<file path="config.mk">
export PLATFORM = sky130hd
export DESIGN_NAME = rr_arbiter_param
export DESIGN_NICKNAME = d
export VERILOG_FILES = /design/src/rtl/rr_arbiter_param.sv
export SDC_FILE = /design/constraint.sdc
export NUM_CORES = 1
export LEC_CHECK = 0
export CAP_MARGIN = 20
export CORE_AREA = 3 3 57 49
export CTS_CLUSTER_SIZE = 24
export DETAILED_ROUTE_END_ITERATION = 10
export DIE_AREA = 0 0 60 52
export MAX_ROUTING_LAYER = met4
export PLACE_DENSITY = 0.8
export SLEW_MARGIN = 25
export SYNTH_ARGS = -nofsm -noshare
export SYNTH_HDL_FRONTEND = slang
export SYNTH_SLANG_ARGS = --single-unit
export TNS_END_PERCENT = 30
</file>
<file path="constraint.sdc">
create_clock -name clk -period 6.3 [get_ports clk]
set_input_delay 0.945 -clock clk [delete_from_list [all_inputs] [get_ports clk]]
set_output_delay 0.945 -clock clk [all_outputs]
set_load 0.05 [all_outputs]
</file>
<file path="src/rtl/rr_arbiter_param.sv">
// rr_arbiter_param: N-way round-robin arbiter with registered one-hot grant,
// ack handshake, and bounded burst locking.
module rr_arbiter_param #(
    parameter int unsigned N        = 4,
    parameter int unsigned MAX_HOLD = 4,
    parameter int unsigned IDX_W    = $clog2(N)
) (
    input  logic             clk,
    input  logic             rst_n,
    input  logic [N-1:0]     req,
    input  logic [N-1:0]     lock,
    input  logic             ack,
    output logic [N-1:0]     grant,
    output logic             grant_valid,
    output logic [IDX_W-1:0] grant_idx,
    output logic [7:0]       hold_cnt
);

    localparam int unsigned CNT_W = 8;

    typedef enum logic [0:0] {S_IDLE, S_GRANT} state_t;

    state_t             r_state;
    logic [N-1:0]       r_grant;
    logic               r_valid;
    logic [IDX_W-1:0]   r_idx;
    logic [CNT_W-1:0]   r_hold;
    logic [IDX_W-1:0]   r_ptr;

    state_t             w_next_state;
    logic               w_next_valid;
    logic [IDX_W-1:0]   w_next_idx;
    logic [CNT_W-1:0]   w_next_hold;
    logic [IDX_W-1:0]   w_next_ptr;
    logic [N-1:0]       w_next_grant;
    logic [IDX_W-1:0]   w_rel_ptr;
    logic [N-1:0]       w_others;
    logic               w_h_req;
    logic               w_h_lock;
    logic               w_can_extend;

    // Lowest set bit of vec (fixed-priority picker); 0 if vec is empty.
    function automatic logic [IDX_W-1:0] f_first(input logic [N-1:0] vec);
        logic [IDX_W-1:0] idx;
        idx = '0;
        for (int i = int'(N) - 1; i >= 0; i--) begin
            if (vec[i]) idx = IDX_W'(i);
        end
        return idx;
    endfunction

    // Round-robin pick: masked picker (bits >= ptr) first, else unmasked.
    function automatic logic [IDX_W-1:0] f_arb(input logic [N-1:0] vec,
                                               input logic [IDX_W-1:0] ptr);
        logic [N-1:0] mask;
        for (int i = 0; i < int'(N); i++) begin
            mask[i] = (IDX_W'(i) >= ptr);
        end
        if (|(vec & mask)) return f_first(vec & mask);
        return f_first(vec);
    endfunction

    // Holder status and release-time arbitration inputs.
    always_comb begin
        w_h_req      = req[r_idx];
        w_h_lock     = lock[r_idx];
        w_rel_ptr    = (r_idx == IDX_W'(N - 1)) ? '0 : r_idx + IDX_W'(1);
        w_others     = req & ~(N'(1) << r_idx);
        w_can_extend = ((9'(r_hold) + 9'd1) < 9'(MAX_HOLD));
    end

    // Next-state and next-output logic.
    always_comb begin
        w_next_state = r_state;
        w_next_valid = r_valid;
        w_next_idx   = r_idx;
        w_next_hold  = r_hold;
        w_next_ptr   = r_ptr;
        case (r_state)
            S_IDLE: begin
                if (|req) begin
                    w_next_state = S_GRANT;
                    w_next_valid = 1'b1;
                    w_next_idx   = f_arb(req, r_ptr);
                    w_next_hold  = '0;
                end
            end
            S_GRANT: begin
                if (ack && w_h_lock && w_h_req && w_can_extend) begin
                    w_next_hold = r_hold + CNT_W'(1);
                end else if (ack || !w_h_req) begin
                    w_next_ptr  = w_rel_ptr;
                    w_next_hold = '0;
                    if (|w_others) begin
                        w_next_idx = f_arb(w_others, w_rel_ptr);
                    end else if (!w_h_req) begin
                        // Nobody left requesting: go idle.
                        w_next_state = S_IDLE;
                        w_next_valid = 1'b0;
                        w_next_idx   = '0;
                    end
                    // Sole requester keeps the grant for a fresh burst.
                end
            end
            default: begin
                w_next_state = S_IDLE;
                w_next_valid = 1'b0;
                w_next_idx   = '0;
                w_next_hold  = '0;
            end
        endcase
        w_next_grant = w_next_valid ? (N'(1) << w_next_idx) : '0;
    end

    // State, grant and pointer registers.
    always_ff @(posedge clk or negedge rst_n) begin
        if (!rst_n) begin
            r_state <= S_IDLE;
            r_grant <= '0;
            r_valid <= 1'b0;
            r_idx   <= '0;
            r_hold  <= '0;
            r_ptr   <= '0;
        end else begin
            r_state <= w_next_state;
            r_grant <= w_next_grant;
            r_valid <= w_next_valid;
            r_idx   <= w_next_idx;
            r_hold  <= w_next_hold;
            r_ptr   <= w_next_ptr;
        end
    end

    assign grant       = r_grant;
    assign grant_valid = r_valid;
    assign grant_idx   = r_idx;
    assign hold_cnt    = r_hold;

endmodule

</file>
After elaboration in Yosys (flattened, before gate mapping)

Index checks and enable logic that the tools add are counted.

Mux-type cells: 56
Shifts and indexed selects: 2
$lt $le $gt $ge: 10
Add/subtract/negate cells: 3
Bitwise gates (word level): 6
Reductions and logical operators: 11
Equality and inequality tests: 3

Operators by type and width:

| cell                                                             | number |
|---|---|
| two-way mux 2 bit                                                | 26 |
| two-way mux 8 bit                                                | 3 |
| two-way mux 1 bit                                                | 20 |
| case mux 8 bit (2 select lines)                                  | 1 |
| OR reduction 4 bit                                               | 4 |
| bitwise AND 4 bit                                                | 3 |
| adder 8 x 1 -> 9 bit, second input constant                      | 1 |
| less-than comparator 9 x 3 -> 1 bit, second input constant       | 1 |
| adder 8 x 1 -> 8 bit, second input constant                      | 1 |
| greater-or-equal comparator 1 x 2 -> 1 bit, first input constant | 4 |
| greater-or-equal comparator 2 bit, first input constant          | 4 |
| left shift 1 x 2 -> 4 bit, first input constant                  | 2 |
| binary-select mux 1 bit (select 2 bit)                           | 2 |
| two-way mux 4 bit                                                | 1 |
| NOT 4 bit                                                        | 1 |
| case mux 1 bit (2 select lines)                                  | 2 |
| case mux 2 bit (2 select lines)                                  | 1 |
| logical AND 1 bit                                                | 3 |
| less-than comparator 2 x 3 -> 1 bit, second input constant       | 1 |
| inequality test 3 x 1 -> 1 bit, second input constant            | 1 |
| AND reduction 3 bit                                              | 1 |
| adder 2 x 1 -> 2 bit, second input constant                      | 1 |
| == test 2 bit, second input constant                             | 1 |
| inequality test 2 bit, second input constant                     | 1 |
| other kinds (4)                                                  | 5 |

Output and inout bits: 15
Input bits: 11
Register bits: 18

Depth between registers and ports, before layout

Gate-level depths: netlist (run 1).

Depth after elaboration: 17
Mapped depth: 9

Least setup slack after synthesis (run 1)

OpenSTA, ideal clock, no wires.

Kind: input -> register
From: in req[3]
To: reg r_grant[3] (netlist: grant[3])
Slack: 3.689 ns
Arrival: 2.491 ns
Data required time: 6.180 ns
Path buffers: 1
Setup time: 0.120 ns
Stages: 7
Cells stage by stage: buf_2 -> mux2i_1 -> nor3_1 -> nor3_1 -> o32ai_1 -> a311o_1 -> and3_1

Cells in the longest elaborated chain, start to end: 15
Elaborated cells between the ends (all ways): 55
Classes of those cells: shift (1); mux (43); bitwise (3); reduce/logical (8)

Ends and longest elaborated chain:

| what                                | RTL line | source |
|---|---|---|
| start, declared                     | 10       | `input logic [N-1:0] req,` |
| bitwise AND 4 bit                   | 68       | `w_others = req & ~(N'(1) << r_idx);` |
| bitwise AND 4 bit                   | 59       | `if (\|(vec & mask)) return f_first(vec & mask);` |
| OR reduction 4 bit                  | 59       |  |
| two-way mux 1 bit                   | 59       |  |
| two-way mux 1 bit                   | 94       | `if (\|w_others) begin` |
| two-way mux 1 bit                   | 91       | `end else if (ack \|\| !w_h_req) begin` |
| two-way mux 1 bit                   | 89       | `if (ack && w_h_lock && w_h_req && w_can_extend) begin` |
| two-way mux 1 bit                   | 79       | `case (r_state)` |
| two-way mux 2 bit                   | 60       | `return f_first(vec);` |
| two-way mux 2 bit                   | 94       |  |
| two-way mux 2 bit                   | 91       |  |
| two-way mux 2 bit                   | 89       |  |
| case mux 2 bit (2 select lines) (*) | 79       |  |
| named net w_next_idx[1]             | 32       | `logic [IDX_W-1:0] w_next_idx;` |
| left shift 1 x 2 -> 4 bit (*)       | 112      | `w_next_grant = w_next_valid ? (N'(1) << w_next_idx) : '0;` |
| two-way mux 4 bit (*)               | 112      |  |
| named net w_next_grant[3]           | 35       | `logic [N-1:0] w_next_grant;` |
| end signal, assigned                | 126      | `r_grant <= w_next_grant;` |
| end, declared                       | 24       | `logic [N-1:0] r_grant;` |

Mark *: on every way through the listed nets, which the timed path passes. The rest lies on a longest branch. The select of a mux whose other input is x is not followed.
A chain may end at the register's enable or synchronous reset.

Worst setup path after layout (run 1)

Ends and elaborated chain as after synthesis.

==> results of run 1 <==
==> where the power goes <==
| group | total (mW) | internal [mW] | switching, mW |
|---|---|---|---|
| Combinational | 0.348 | 0.147 | 0.202 |
| Sequential | 0.196 | 0.145 | 0.0507 |
| Clock | 0.0686 | 0.0352 | 0.0334 |
==> flip-flops by register name, indices dropped and copies added, names as in the netlist <==
register     flops
grant            4
hold_cnt         8
r_ptr            2
r_state          1
grant_valid      1
grant_idx        2
==> layout make-up <==
type                    count  share of cell area
clock buffers               4              0.0249
multi-input cells          89               0.454
inverters                   7              0.0180
flip-flops and latches     18               0.308
well taps                  27              0.0231
repair buffers             25               0.171
==> stage by stage <==
stage,instances,setup slack [ns],hold WS (ns),area (um2)
after CTS,170,3.11,0.530,1460
final,170,3.10,0.529,1460
after detailed placement,166,2.81,0.505,1420
after global placement,166,2.96,0.515,1420
after global routing,170,2.90,0.550,1460
after floorplan,119,3.69,0.486,1180
==> per-layer routing <==
| layer | track usage | part of all wire |
|---|---|---|
| met1 | 0.269 | 0.45 |
| met2 | 0.320 | 0.48 |
| met3 | 0.0347 | 0.064 |
| met4 | 0.0554 | 0.0064 |
| met5 | - | 0 |
==> cells in the mapped netlist (3+ instances only) <==
| master | instances |
|---|---|
| ha_1 | 5 |
| nor3b_1 | 3 |
| nor2b_1 | 8 |
| nand2_1 | 5 |
| inv_1 | 7 |
| nand2b_1 | 5 |
| a21oi_1 | 4 |
| mux2i_1 | 3 |
| nor2_1 | 7 |
| nand3_1 | 6 |
| o21ai_0 | 3 |
| nor3_1 | 4 |
| dfrtp_1 | 18 |
| nand3b_1 | 3 |
| and2b_1 | 3 |
==> cells by family (layout without fill, tap and decap cells) <==
kind of cell | Yosys count | after routing | synth area share
AND/OR/NAND/NOR | 53 | 53 | 0.265
AO/OA/AOI/OAI | 23 | 23 | 0.155
flip-flops | 18 | 18 | 0.383
buffers and inverters | 12 | 36 | 0.0532
multiplexers | 7 | 7 | 0.0830
adder cells (fa/ha/maj) | 5 | 5 | 0.0532
XOR/XNOR | 1 | 1 | 0.00745
==> worst min path at each step <==
stage | end | slack (ns)
detailed placement | hold_cnt[7] | 0.50
global placement | hold_cnt[7] | 0.51
finish | hold_cnt[7] | 0.53
CTS | hold_cnt[7] | 0.53
floorplan | r_ptr[0] | 0.49
global route | hold_cnt[7] | 0.55
==> critical path: stages <==
cell and delay, ns:
clkdlybuf4s50_1 0.65, nor4_1 0.14, nor2b_1 0.17, nor3_1 0.70, o32ai_1 0.20, a311o_1 0.38
and3_1 0.21
==> impl_metrics.toml, run 1 <==
[outcome]
status = "finished, final reports clean"

[detailed_routing]
vias = 1016
drc = 0
drt_iter0_markers = 33
postRouteWirelength_um = 2790
routedWlPerCell_um = 16.4
antenna_left = 0
vias_per_cell = 5.98
first_pass_iters = 4

[finish]
num-fill-cells = 191
final_common_cell = "clkdlybuf4s50_1"
drive_gt1_frac = 0.0839
multiInputGateArea_um2 = 663
synthToLayoutAreaGrowth_pct = 24.1
final_cell_mix = "clkdlybuf4s50_1, dfrtp_1, nor2b_1"
final_util = 0.629
n_antenna_cell = 0
area.sequential_um2 = 450
layout.nets = 160

[pwr]
ir_worst_vdd_uv = 326
pwr_density_cell_nw_per_um2 = 420
power_mw = 0.613
leakage_nw = 0.599

[synth]
synth_edf_count = 0
avgSynthCellArea_um2 = 9.88
synth.distinct_cells = 44
ys.flop_type = "dfrtp_1"
synthesis.area_um2 = 1180
synth_top_area_share = 0.383
synth_area_leaders = "dfrtp_1, ha_1, nor2b_1, mux4_2, nand2b_1"
yosysWarnings = 0
ys_seq_elements = 18
synth-async-reset-ratio = 1.00
syn_inst = 119
yosys.area.top_type = "dfrtp_1"
syn-num-nets = 135
yosysSeqAreaShare = 0.383

[die]
coreArea_um2 = 2320
io-pin-count = 26
dieWidth_um = 60
die_y_um = 52
rows = 16
start_util = 0.506
dieArea_um2 = 3120

[worst_hold_path]
worstHoldStart = "hold_cnt[7]"
worstHoldPathCells = 1
hold_path.class = "reg2reg"

[job]
max_cap_viol_count = 0

[setup_path]
rr_worst_depth = 6
crit_fanout = 10
crit_end = "grant[3]"
startpoint = "req[3]"
r2r_setup_slack_ns = 3.78
start_kind = "input port"
end_kind = "register"
crit_type = "in2reg"
r2r_start = "grant_idx[1]"
rr_endpoint = "grant[3]"
arrival_ns = 3.39
cp.required_ns = 6.49

[placed_design]
hpwl_um = 2120
routabilityCongestion = 0.864
io_buffers = 25

[grt]
grt_max_degree = 19
antenna_found_initial = 0
grt_pass1_wl_um = 4690
grt.overflow.total = 0
grt_pass1_vias = 995
grt_usage = 0.203

[timing]
rsz0062_at_grt = "no"
hold_viol = 0
max_freq_ghz = 0.312
setup-tns-final_ns = 0
maxSlewViolCount = 0
period_needed_ns = 3.20
slew_headroom = 0.438
fin_crit_sh = 0.508
worstMarginPinSlew_ns = 0.837
finClkSkew_ns = 0.00530
final-setup-viol-count = 0

[cts]
worstSkewPairLatency_ns = 0.28
cts_tree = "yes"
clk_path_buf_depth = 2
cts_setup_buffers = 0
cts-hold-fix-buffers = 0
ctsHtreeMaxLevel = 1
cts_root_buf = "clkbuf_4"
ctsResizeCount = 0
clkTransAtPathRegs_ns = 0.10
clkSinkCount = 18
cts-buffers-inserted = 3
Power figures use the tool's default switching activity.
==> run 2, diff against run 1 <==
- CORE_AREA: 3 3 57 49 -> 3 3 62 52
- DIE_AREA: 0 0 60 52 -> 0 0 65 55
- PLACE_DENSITY: 0.8 -> 0.73
- clock period: 6.3 -> 2.75 ns (I/O delays scaled with it)
==> impl_metrics.toml, run 2 (synthesis gave the netlist of run 1 again) <==
[setup_path]
cp_slowest_stage_delay_ns = 0.61
cp.required_ns = 2.94
worstPathCellList = "inv_1 > ha_1 > nor3b_1 > a2bb2oi_1 > nor3b_1 > a311o_1 > and3_1"
critPathSlowestCell = "dfrtp_1"
start_kind = "register"
crit_fanout = 9
rr_worst_depth = 7
crit_type = "reg2reg"
end_kind = "register"
arrival_ns = 2.65
crit_top_cell = "nor3b_1"
r2r_start = "grant_idx[1]"
rr_endpoint = "grant[3]"
r2r_setup_slack_ns = 0.29

[detailed_routing]
vias = 1034
drc = 0
postRouteWirelength_um = 3010
vias_per_cell = 5.41
antenna_left = 0
first_pass_iters = 5
routedWlPerCell_um = 15.8
drt_iter0_markers = 76

[cts]
clkSinkCount = 18
cts-hold-fix-buffers = 0
cts-buffers-inserted = 3
ctsResizeCount = 0
clk_path_buf_depth = 2
cts_root_buf = "clkbuf_4"
ctsHtreeMaxLevel = 1
clkTransAtPathRegs_ns = 0.10
cts_setup_buffers = 0
worstSkewPairLatency_ns = 0.29
cts_tree = "yes"

[worst_hold_path]
worstHoldPathCells = 1
min_to = "hold_cnt[7]"
worstHoldStart = "hold_cnt[7]"
hold_path.class = "reg2reg"

[timing]
rsz0062_at_grt = "no"
slew_headroom = 0.464
max_freq_ghz = 0.406
finClkSkew_ns = 0.000503
hold_viol = 0
setup_slack_ns = 0.290
worstMarginPinSlew_ns = 0.801
fin_crit_sh = 0.895
setup-tns-final_ns = 0
final-setup-viol-count = 0
period_needed_ns = 2.46
maxSlewViolCount = 0

[finish]
num-fill-cells = 243
final_util = 0.573
layout.nets = 170
n_antenna_cell = 0
final_common_cell = "clkdlybuf4s50_1"
final_cell_mix = "clkdlybuf4s50_1, dfrtp_1, buf_4"
drive_gt1_frac = 0.144
synthToLayoutAreaGrowth_pct = 31.7
largest_reg_flops = 8

[pwr]
seq_power_share = 0.288
leakage_nw = 0.648
sw_frac_of_total = 0.460
intPower_mw = 0.798
pwr-share-clk = 0.110
switching_power_mw = 0.680
pwr_density_cell_nw_per_um2 = 954
combPwrFrac = 0.602
ir_worst_vdd_uv = 649

[die]
dieArea_um2 = 3580
io-pin-count = 26
start_util = 0.435
die_y_um = 55
rows = 17
coreArea_um2 = 2700
dieWidth_um = 65

[grt]
antenna_found_initial = 0
grt_pass1_vias = 1044
grt_usage = 0.185
grt_pass1_wl_um = 4940
grt_max_degree = 19
grt.overflow.total = 0

[placed_design]
io_buffers = 25
post-place-ws_ns = 0.140
routabilityCongestion = 0.868
hpwl_um = 2210

[job]
max_cap_viol_count = 0

[outcome]
status = "finished, final reports clean"
[run 2: changes by cell type in the layout (fill, tap and decap cells not counted)]
cell,previous run,this run
buf_4,0,10
[run 2: layout make-up]
cell class | instances | area (um2) | share of cell area
Timing Repair Buffer | 35 | 325 | 0.210
Clock buffer | 4 | 36.3 | 0.0234
Sequential cell | 18 | 450 | 0.291
Inverter | 7 | 26.3 | 0.0170
Multi-Input combinational cell | 89 | 663 | 0.428
Tap cell | 38 | 47.5 | 0.0307
[run 2: worst max-delay path by stage]
stage,from,endpoint,slack (ns),cells after the start
after global routing,grant_idx[1],grant[3],0.13,7
final,grant_idx[1],grant[3],0.29,7
after floorplan,hold_cnt[0],grant[3],0.32,7
after CTS,grant_idx[1],grant[3],0.31,7
after detailed placement,req[3],grant[3],0.14,7
after global placement,req[0],grant[3],0.22,7
[run 2: stage by stage]
step,hold slack (ns),total power [mW],area [um2],cells
floorplan,0.117,1.05,1180,119
global route,0.574,1.58,1550,191
detailed placement,0.504,1.31,1510,187
global placement,0.497,1.28,1510,187
CTS,0.533,1.48,1550,191
finish,0.530,1.48,1550,191
[run 2: metal layers]
metal  part of all wire  track usage
met1               0.47        0.239
met2               0.45        0.301
met3              0.073       0.0444
met4             0.0053       0.0386
met5                  0            -
[run 2: worst max-delay path: cells and delay by family, from the launching register on]
family / cells / cell delay, ns
AOI/OAI and AO/OA: 2 / 0.66
DFF: 1 / 0.61
and+or+nand+nor: 3 / 0.57
adders and majority gates: 1 / 0.34
buffers and inverters: 1 / 0.18
[run 2: power by group through the flow]
stage	sequential [mW]	combinational [mW]	clock, mW
6_report	0.425	0.890	0.163
5_1_grt	0.436	0.967	0.175
3_3_place_gp	0.420	0.865	0
3_5_place_dp	0.425	0.880	0
4_1_cts	0.422	0.888	0.166
2_1_floorplan	0.546	0.500	0
